`src/rtl/spi_dac_out.sv`:
```
// Serialises one 10-bit sample per accepted strobe into a 16-bit SYNC-framed
// frame for a DAC121S101-style 12-bit DAC; flags strobes dropped mid-frame.
module spi_dac_out #(
  parameter int unsigned CLK_DIV  = 4,
  parameter int unsigned SAMPLE_W = 10
) (
  input  logic                clk,
  input  logic                rst,
  input  logic                sample_rate,
  input  logic [SAMPLE_W-1:0] sample_in,
  output logic                dac_sclk,
  output logic                dac_sync_n,
  output logic                dac_din,
  output logic                busy,
  output logic                frame_done,
  output logic                overrun
);

  localparam int unsigned HW = (CLK_DIV > 1) ? $clog2(CLK_DIV) : 1;
  localparam int unsigned CW = HW + 1;
  localparam logic [CW-1:0] HALF_LAST = CW'(CLK_DIV - 1);
  localparam logic [CW-1:0] HOLD_LAST = CW'(2 * CLK_DIV - 1);

  typedef enum logic [1:0] {IDLE, SHIFT, HOLD} state_t;

  state_t        state;
  logic [CW-1:0] cnt;
  logic [4:0]    bit_cnt;
  logic [14:0]   sreg;
  logic [15:0]   frame;

  // Sample left-aligned in the 12-bit code, power-down bits zero.
  assign frame = {4'b0000, sample_in, 2'b00};

  always_ff @(posedge clk or posedge rst) begin
    if (rst) begin
      state      <= IDLE;
      cnt        <= '0;
      bit_cnt    <= '0;
      sreg       <= '0;
      dac_sclk   <= 1'b1;
      dac_sync_n <= 1'b1;
      dac_din    <= 1'b0;
      busy       <= 1'b0;
      frame_done <= 1'b0;
      overrun    <= 1'b0;
    end else begin
      frame_done <= 1'b0;
      case (state)
        IDLE: begin
          if (sample_rate) begin
            state      <= SHIFT;
            sreg       <= frame[14:0];
            dac_din    <= frame[15];
            dac_sync_n <= 1'b0;
            dac_sclk   <= 1'b1;
            busy       <= 1'b1;
            cnt        <= '0;
            bit_cnt    <= '0;
          end
        end
        SHIFT: begin
          if (sample_rate) overrun <= 1'b1;
          if (cnt == HALF_LAST) begin
            cnt <= '0;
            if (dac_sclk) begin
              // Falling edge: the DAC samples dac_din here.
              dac_sclk <= 1'b0;
              bit_cnt  <= bit_cnt + 5'd1;
            end else if (bit_cnt == 5'd16) begin
              dac_sclk   <= 1'b1;
              dac_sync_n <= 1'b1;
              dac_din    <= 1'b0;
              state      <= HOLD;
            end else begin
              dac_sclk <= 1'b1;
              dac_din  <= sreg[14];
              sreg     <= {sreg[13:0], 1'b0};
            end
          end else begin
            cnt <= cnt + CW'(1);
          end
        end
        HOLD: begin
          if (sample_rate) overrun <= 1'b1;
          // SYNC-high guard time of two SCLK half-periods.
          if (cnt == HOLD_LAST) begin
            cnt        <= '0;
            state      <= IDLE;
            busy       <= 1'b0;
            frame_done <= 1'b1;
          end else begin
            cnt <= cnt + CW'(1);
          end
        end
        default: state <= IDLE;
      endcase
    end
  end

endmodule

```
`config.mk`:
```
export PLATFORM = sky130hd
export DESIGN_NAME = spi_dac_out
export DESIGN_NICKNAME = d
export VERILOG_FILES = /design/src/rtl/spi_dac_out.sv
export SDC_FILE = /design/constraint.sdc
export NUM_CORES = 1
export LEC_CHECK = 0
export ABC_CLOCK_PERIOD_IN_PS = 2300
export CAP_MARGIN = 25
export CELL_PAD_IN_SITES_DETAIL_PLACEMENT = 0
export CELL_PAD_IN_SITES_GLOBAL_PLACEMENT = 2
export CORE_MARGIN = 3
export CORE_UTILIZATION = 25
export DETAILED_ROUTE_END_ITERATION = 10
export DONT_BUFFER_PORTS = 1
export GPL_ROUTABILITY_DRIVEN = 0
export PLACE_DENSITY_LB_ADDON = 0.25
export SLEW_MARGIN = 10
export SYNTH_ARGS = -nofsm -noshare
export SYNTH_HDL_FRONTEND = slang
export SYNTH_SLANG_ARGS = --single-unit
```
`constraint.sdc`:
```
create_clock -name clk -period 2.3 [get_ports clk]
set_input_delay 0.575 -clock clk [delete_from_list [all_inputs] [get_ports clk]]
set_output_delay 0.575 -clock clk [all_outputs]
set_load 0.01 [all_outputs]
```
==> flow_summary.ini, run 1 <==
[worst_setup_path]
crit-reg2reg-capture = sreg[10]
ff2ff_setup_slack_ns = 0.28
setup.worst_path.end = sreg[10]
critPathKind = flop to flop
worst_setup_path_end_kind = flop
crit_path_start = state[0]
required_ns = 2.51
r2r.worst_path.cells = 6
startpoint_type = flop
critPathMaxFanout = 12
reg2reg_from = state[0]
worstPathArrival_ns = 2.23

[detailed_routing]
drtIter0Drc = 47
wire_per_inst_um = 14.5
routed_via_density = 4.89
drcViolationCount = 0
vias = 1164
drt-total-wl_mm = 3.46
drtPass1Iterations = 4
ant_nets = 0

[clocking]
clk_latency_ns = 0.28
clk_pin_slew_ns = 0.07
numCtsBuffers = 5
tritoncts = built
cts.sinks = 29
postCtsSetupBuffers = 0
cts-root-buf = clkbuf_8
clk_path_buf_depth = 2
cts_resized = 0
cts_hold_buf = 0
h-tree-depth = 2

[timing]
worstMarginPinSlew_ns = 0.526
max_freq_ghz = 0.495
hold_ws_ns = 0.258
relSlewSlack = 0.649
final-setup-viol-count = 0
finalClockSkew_ns = 0.00705
setup_tns_ns = 0
setup_ws_ns = 0.278
period_needed_ns = 2.02
rsz0062_at_grt = no
min_period_over_period = 0.879
drv_slew = 0
hold_violations = 0

[placement]
port_buffers = 0
pre_cts_slack_ns = 0.244
dp_hpwl_mm = 2.48
dpl-instance-area_sq_um = 1640

[power_and_ir_drop]
p_per_area_nw_per_um2 = 1170
leakage_uw = 0.000709
ir_worst_vdd_uv = 329

[yosys]
seq_area_frac_synth = 0.468
synth_simple_gate_area_frac = 0.133
synth_top_area_cell = dfrtp_1
synth.area.top_cells = dfrtp_1 (43%), ha_1 (8.8%), o22ai_1 (7.6%)
synth_top_family_by_area = compound AO/OA/AOI/OAI gates
syn_area_per_cell_sq_um = 9.91
syn_area_sq_um = 1560
synth_compound_area_frac = 0.227
yosys_warnings = 0
synth.distinct_cells = 36
syn_nets = 181
synth_mux_area_frac = 0.0217
ys_ff_latch = 29
async_reset_ff_frac = 1.00
synth_common_cells = dfrtp_1 (27), o22ai_1 (19), nand2_1 (15)
syn-instance-count = 157
synth_top_area_share = 0.434
synth_edf_count = 0
synthXorXnorAreaFrac = 0.0169
synth_most_common_cell = dfrtp_1
ys.flop_type = dfrtp_1
synth_fa_ha_area_frac = 0.0884

[min_path]
hp-class = input port to async pin

[global_route]
grt_pass1_wl_mm = 6.11
grt_max_degree = 30
grtUsageTotal = 0.107
antenna_found_initial = 0
grt.overflow.total = 0
grt_pass1_vias = 1232

[floorplanning]
io_pins = 19
start_util = 0.260
die_w_um = 84.9
rows = 28
die_y_um = 84.9
coreArea_sq_um = 5990
die-area_sq_um = 7210

[final_layout]
n_antenna_cell = 0
final_layout_size_suffix_gt1_frac = 0.0982
nets = 186
syn_to_final_growth_pct = 12.8
final_cell_area_sq_um = 1760

[job]
drv_cap = 0

[status]
status = finished clean
-- layer usage --
| layer | wire length [um] | part of all wire | vias to the layer above | track usage |
|---|---|---|---|---|
| met5 | 0 | 0 | - | 0 |
| met2 | 1550 | 0.45 | 14 | 0.159 |
| met1 | 1740 | 0.50 | 565 | 0.144 |
| met4 | 40 | 0.012 | 0 | 0.0388 |
| li1 | - | - | 580 | - |
| met3 | 125 | 0.036 | 5 | 0.0369 |
-- worst min-delay path by stage --
stage,from,endpoint,slack (ns),depth (start not counted)
finish,rst,state[0],0.26,2
global route,rst,sreg[11],0.30,2
CTS,rst,sreg[11],0.27,2
detailed placement,sreg[14],sreg[14],0.47,1
global placement,sreg[14],sreg[14],0.47,1
floorplan,cnt[1],cnt[1],0.45,2
-- worst max-delay path, cell delays in order, from the launching register on --
cell and delay [ns]:
dfrtp_1 0.41, inv_1 0.09, ha_1 0.35, mux2i_4 0.38, a211o_1 0.40, o22ai_1 0.15
a21oi_1 0.17
-- cell families (layout without fill, tap and decap cells) --
logic type | after synthesis | count (layout)
AOI/OAI and AO/OA | 57 | 57
and+or+nand+nor | 41 | 41
DFF | 29 | 29
buffers and inverters | 14 | 20
adders and majority gates | 11 | 11
xor gates and xnor gates | 3 | 3
muxes | 2 | 2
-- metrics by stage --
stage / cells / total power [uW] / utilization
finish: 238 / 2060 / 0.293
global route: 238 / 2230 / 0.293
CTS: 238 / 2080 / 0.293
detailed placement: 230 / 1520 / 0.274
global placement: 230 / 1510 / 0.274
floorplan: 157 / 1370 / -
-- state kept, by name, indices dropped and copies added (netlist names) --
signal	cells
dac_sync_n	1
busy	1
bit_cnt	5
frame_done	1
dac_din	1
overrun	1
sreg	13
state	2
dac_sclk	1
cnt	3
-- area by class of cell --
type / count / area, sq um
Clock buffer: 7 / 86.3
Clock inverter: 1 / 30.0
Fill cell: 633 / 4240
Inverter: 8 / 30.0
Multi-Input combinational cell: 114 / 757
Sequential cell: 29 / 728
Tap cell: 75 / 93.8
Timing Repair Buffer: 4 / 30.0
-- power by group --
part / leakage, uW / switching, uW / internal, uW
logic: 0.000298 / 445 / 288
registers: 0.000353 / 116 / 658
clock network: 0.0000585 / 197 / 353
total: 0.000709 / 758 / 1300
-- cells in the final DEF, fill, tap and decap left out, drive strengths merged, types with 2 or more instances in the layout --
cell     instances
dfrtp           27
o22ai           19
nand2           15
a21oi           14
ha              11
o21ai           11
nor2             9
inv              8
clkbuf           7
nand2b           4
buf              4
xnor2            3
nand3            3
o21a             3
nor3             2
o2bb2ai          2
a22o             2
a21o             2
dfstp            2
No activity file was read; power rests on OpenSTA's default activity.
==> inputs of run 2 (changes only) <==
CELL_PAD_IN_SITES_DETAIL_PLACEMENT = 1   (was 0)
CELL_PAD_IN_SITES_GLOBAL_PLACEMENT = 1   (was 2)
GPL_ROUTABILITY_DRIVEN = not set   (was 0)
==> run 2 against run 1 <==
Combinational power up 3.3%. Count of clock-buffer cells in the layout unchanged. Final cell count up 0.42%. Critical path type unchanged.
==> flow_summary.ini, run 2 (synthesis gave the netlist of run 1 again) <==
[detailed_routing]
drcViolationCount = 0
drtIter0Drc = 52
wire_per_inst_um = 16.0
routed_via_density = 5.06
vias = 1209
ant_nets = 0
drt-total-wl_mm = 3.82
drtPass1Iterations = 4

[worst_setup_path]
startpoint_type = flop
worstPathArrival_ns = 2.23
crit_chain = inv_1 > ha_1 > mux2i_4 > a211o_1 > o22ai_1 > a21oi_1
critPathKind = flop to flop
critPathMaxFanout = 12
cpMaxStageDelayCell = dfrtp_1
worst_setup_path_end_kind = flop
cpPeakStageDelay_ns = 0.41
required_ns = 2.50

[clocking]
tritoncts = built
clk_path_buf_depth = 2
cts-root-buf = clkbuf_8
clk_latency_ns = 0.28
clk_pin_slew_ns = 0.06
h-tree-depth = 2
cts_hold_buf = 0
cts_resized = 0
numCtsBuffers = 5
cts.sinks = 29
postCtsSetupBuffers = 0

[power_and_ir_drop]
power_uw = 2090
leakage_uw = 0.000713
ir_worst_vdd_uv = 469
p_per_area_nw_per_um2 = 1190

[timing]
rsz0062_at_grt = no
relSlewSlack = 0.638
period_needed_ns = 2.03
hold_ws_ns = 0.254
setup_tns_ns = 0
finalClockSkew_ns = 0.00446
min_period_over_period = 0.883
final-setup-viol-count = 0
max_freq_ghz = 0.493
worstMarginPinSlew_ns = 0.543
drv_slew = 0
hold_violations = 0

[final_layout]
reg.largest.list = sreg (13), bit_cnt (5), cnt (3)
regMostFlops = sreg
final_layout_size_suffix_gt1_frac = 0.104
nets = 187
final_common_cell = dfrtp_1
fillers = 674
n_antenna_cell = 0
regArea_sq_um = 728
syn_to_final_growth_pct = 13.3
final_cell_mix = dfrtp_1 (27), o22ai_1 (19), nand2_1 (15)
multiInputGateArea_sq_um = 757
largest_reg_flops = 13

[floorplanning]
die_y_um = 84.9
die-area_sq_um = 7210
die_w_um = 84.9
start_util = 0.260
rows = 28
coreArea_sq_um = 5990
io_pins = 19

[global_route]
grtUsageTotal = 0.118
grt_max_degree = 30
grt.overflow.total = 0
grt_pass1_wl_mm = 6.78
grt_pass1_vias = 1348
antenna_found_initial = 0

[min_path]
hp-class = input port to async pin

[placement]
place.gp.congestion = 0.706
port_buffers = 0
dp_hpwl_mm = 2.78

[status]
status = finished clean

[job]
drv_cap = 0
-- run 2: area by class of cell --
type / instances / area share
multi-input cells: 114 / 0.429
flip-flops and latches: 29 / 0.413
well taps: 75 / 0.0532
clock buffers: 7 / 0.0490
repair buffers: 5 / 0.0213
clock inverters: 1 / 0.0170
inverters: 8 / 0.0170
-- run 2: per-layer routing --
layer | GRT usage | up-vias | wire length [um]
met5 | 0 | - | 0
met3 | 0.0466 | 9 | 222
met2 | 0.187 | 20 | 1810
met1 | 0.145 | 598 | 1710
li1 | - | 582 | -
met4 | 0.0432 | 0 | 74
-- run 2: critical path, delay by kind of cell, from the launching register on --
kind | cells | cell delay (ns)
AO/OA/AOI/OAI | 3 | 0.72
adder cells (fa/ha/maj) | 1 | 0.34
buffers and inverters | 1 | 0.10
flip-flops | 1 | 0.41
multiplexers | 1 | 0.38
-- run 2: where the power goes --
group,internal [uW],switching (uW)
registers,658,119
logic,299,458
clock network,353,203
total,1310,780
-- run 2: path summary, 6_finish.rpt --
| path | from | to | slack (ns) | cells past startpoint |
|---|---|---|---|---|
| setup / recovery | state[0] | sreg[5] | 0.27 | 6 |
| hold / removal | rst | cnt[1] | 0.25 | 2 |
| setup reg to reg | state[0] | sreg[5] | 0.27 | 6 |
| hold reg to reg | sreg[14] | sreg[14] | 0.50 | 1 |
| max in group asynchronous | rst | dac_sclk | 1.72 | 2 |
| min in group clk | sample_rate | overrun | 0.42 | 1 |
-- run 2: through the flow --
step / std cells / setup slack, ns / util / instance area, sq um
floorplan: 157 / 0.625 / - / 1560
global placement: 231 / 0.362 / 0.275 / 1650
detailed placement: 231 / 0.268 / 0.275 / 1650
CTS: 239 / 0.253 / 0.294 / 1760
global route: 239 / 0.0134 / 0.294 / 1760
finish: 239 / 0.270 / 0.294 / 1760
==> inputs of run 3 (changes only) <==
CELL_PAD_IN_SITES_DETAIL_PLACEMENT = not set   (was 1)
CELL_PAD_IN_SITES_GLOBAL_PLACEMENT = not set   (was 1)
==> run 3 against run 2 <==
Non-clock buffer count decreased by 1. Final cell count is 0.42% lower. Clock skew grew 0.0012 ns. Cell area down 2.3%. Total power shrank 9.7%. Flip-flop and latch count did not move. Maximum frequency decreased by 1.6%. Sequential share of layout area is 0.99 points higher. First-iteration DRC count down 33%. Die area is the same. Count of clock-buffer cells in the layout decreased by 1. Critical path type unchanged. Highest routed layer unchanged.
==> flow_summary.ini, run 3 (synthesis gave the netlist of run 1 again) <==
[global_route]
grt_pass1_vias = 1180
grtUsageTotal = 0.0975
grt_pass1_wl_mm = 5.66
grt.overflow.total = 0
antenna_found_initial = 0
grt_max_degree = 30

[timing]
min_period_over_period = 0.897
finalClockSkew_ns = 0.00564
rsz0062_at_grt = no
final-setup-viol-count = 0
worstMarginPinSlew_ns = 0.490
hold_violations = 0
relSlewSlack = 0.673
period_needed_ns = 2.06
drv_slew = 0
max_freq_ghz = 0.485
setup_tns_ns = 0

[final_layout]
final_common_cell = dfrtp_1
n_antenna_cell = 0
final_cell_mix = dfrtp_1 (27), o22ai_1 (19), nand2_1 (15)
fillers = 606
largest_reg_flops = 13
reg.largest.list = sreg (13), bit_cnt (5), cnt (3)
nets = 186
final_cell_area_sq_um = 1720
regMostFlops = sreg
final_layout_size_suffix_gt1_frac = 0.0982
syn_to_final_growth_pct = 10.6

[floorplanning]
start_util = 0.260
rows = 28
coreArea_sq_um = 5990
die_y_um = 84.9
die_w_um = 84.9
io_pins = 19
die-area_sq_um = 7210

[detailed_routing]
vias = 1170
routed_via_density = 4.92
wire_per_inst_um = 13.5
drtIter0Drc = 35
drcViolationCount = 0
ant_nets = 0
drtPass1Iterations = 4
drt-total-wl_mm = 3.22

[clocking]
cts-root-buf = clkbuf_8
cts_hold_buf = 0
clk_pin_slew_ns = 0.06
clk_latency_ns = 0.28
cts_resized = 0
h-tree-depth = 2
numCtsBuffers = 5
cts.sinks = 29
postCtsSetupBuffers = 0
tritoncts = built
clk_path_buf_depth = 2

[power_and_ir_drop]
leakage_uw = 0.000695
ir_worst_vdd_uv = 504
p_per_area_nw_per_um2 = 1100

[placement]
dp_hpwl_mm = 2.32
port_buffers = 0
place.gp.congestion = 0.735
dpl-instance-area_sq_um = 1640

[status]
status = finished clean

[job]
drv_cap = 0

[min_path]
hp-class = input port to async pin

[worst_setup_path]
ff2ff_setup_slack_ns = 0.24
worstPathArrival_ns = 2.27
critPathKind = flop to flop
startpoint_type = flop
required_ns = 2.50
reg2reg_from = state[0]
crit-reg2reg-capture = sreg[4]
r2r.worst_path.cells = 6
critPathMaxFanout = 12
worst_setup_path_end_kind = flop
run 3: cell count changes in the layout (fill, tap and decap cells not counted):
cell,delta
clkinv_2,+2
buf_4,-1
bufinv_16,-1
clkbuf_8,-1
run 3: cell type report:
| class | instances | area (sq um) | area share |
|---|---|---|---|
| clock buffers | 6 | 72.6 | 0.0422 |
| well taps | 75 | 93.8 | 0.0545 |
| inverters | 8 | 30.0 | 0.0174 |
| clock inverters | 2 | 10.0 | 0.00581 |
| repair buffers | 4 | 30.0 | 0.0174 |
| flip-flops and latches | 29 | 728 | 0.423 |
| multi-input cells | 114 | 757 | 0.440 |
run 3: critical path, cell delays in order (launching register included):
cell	delay, ns
dfrtp_1	0.42
inv_1	0.09
ha_1	0.36
mux2i_4	0.38
a211o_1	0.40
o22ai_1	0.15
a21oi_1	0.18
run 3: per-stage QoR:
stage	util	setup slack (ns)	hold WS [ns]	std cells	power (uW)
6_report	0.287	0.238	0.257	238	1890
5_1_grt	0.287	0.0731	0.290	238	2050
4_1_cts	0.287	0.213	0.266	238	1920
3_5_place_dp	0.274	0.248	0.482	230	1510
3_3_place_gp	0.274	0.262	0.480	230	1500
2_1_floorplan	-	0.625	0.454	157	1370
run 3: layer usage:
layer / global-route usage / routed length [um]
met5: 0 / 0
met4: 0.0518 / 85
met3: 0.0311 / 152
met2: 0.152 / 1500
met1: 0.120 / 1480
run 3: worst max path at each step:
stage | from | end | slack (ns) | cells past startpoint
floorplan | state[0] | sreg[3] | 0.63 | 8
global placement | state[0] | sreg[4] | 0.26 | 6
detailed placement | state[0] | sreg[11] | 0.25 | 6
CTS | state[0] | sreg[11] | 0.21 | 6
global route | state[0] | sreg[3] | 0.07 | 6
finish | state[0] | sreg[4] | 0.24 | 6
run 3: report_power, final:
group,internal (uW),switching (uW)
Combinational,287,433
Clock,209,189
Sequential,659,112
Total,1150,734
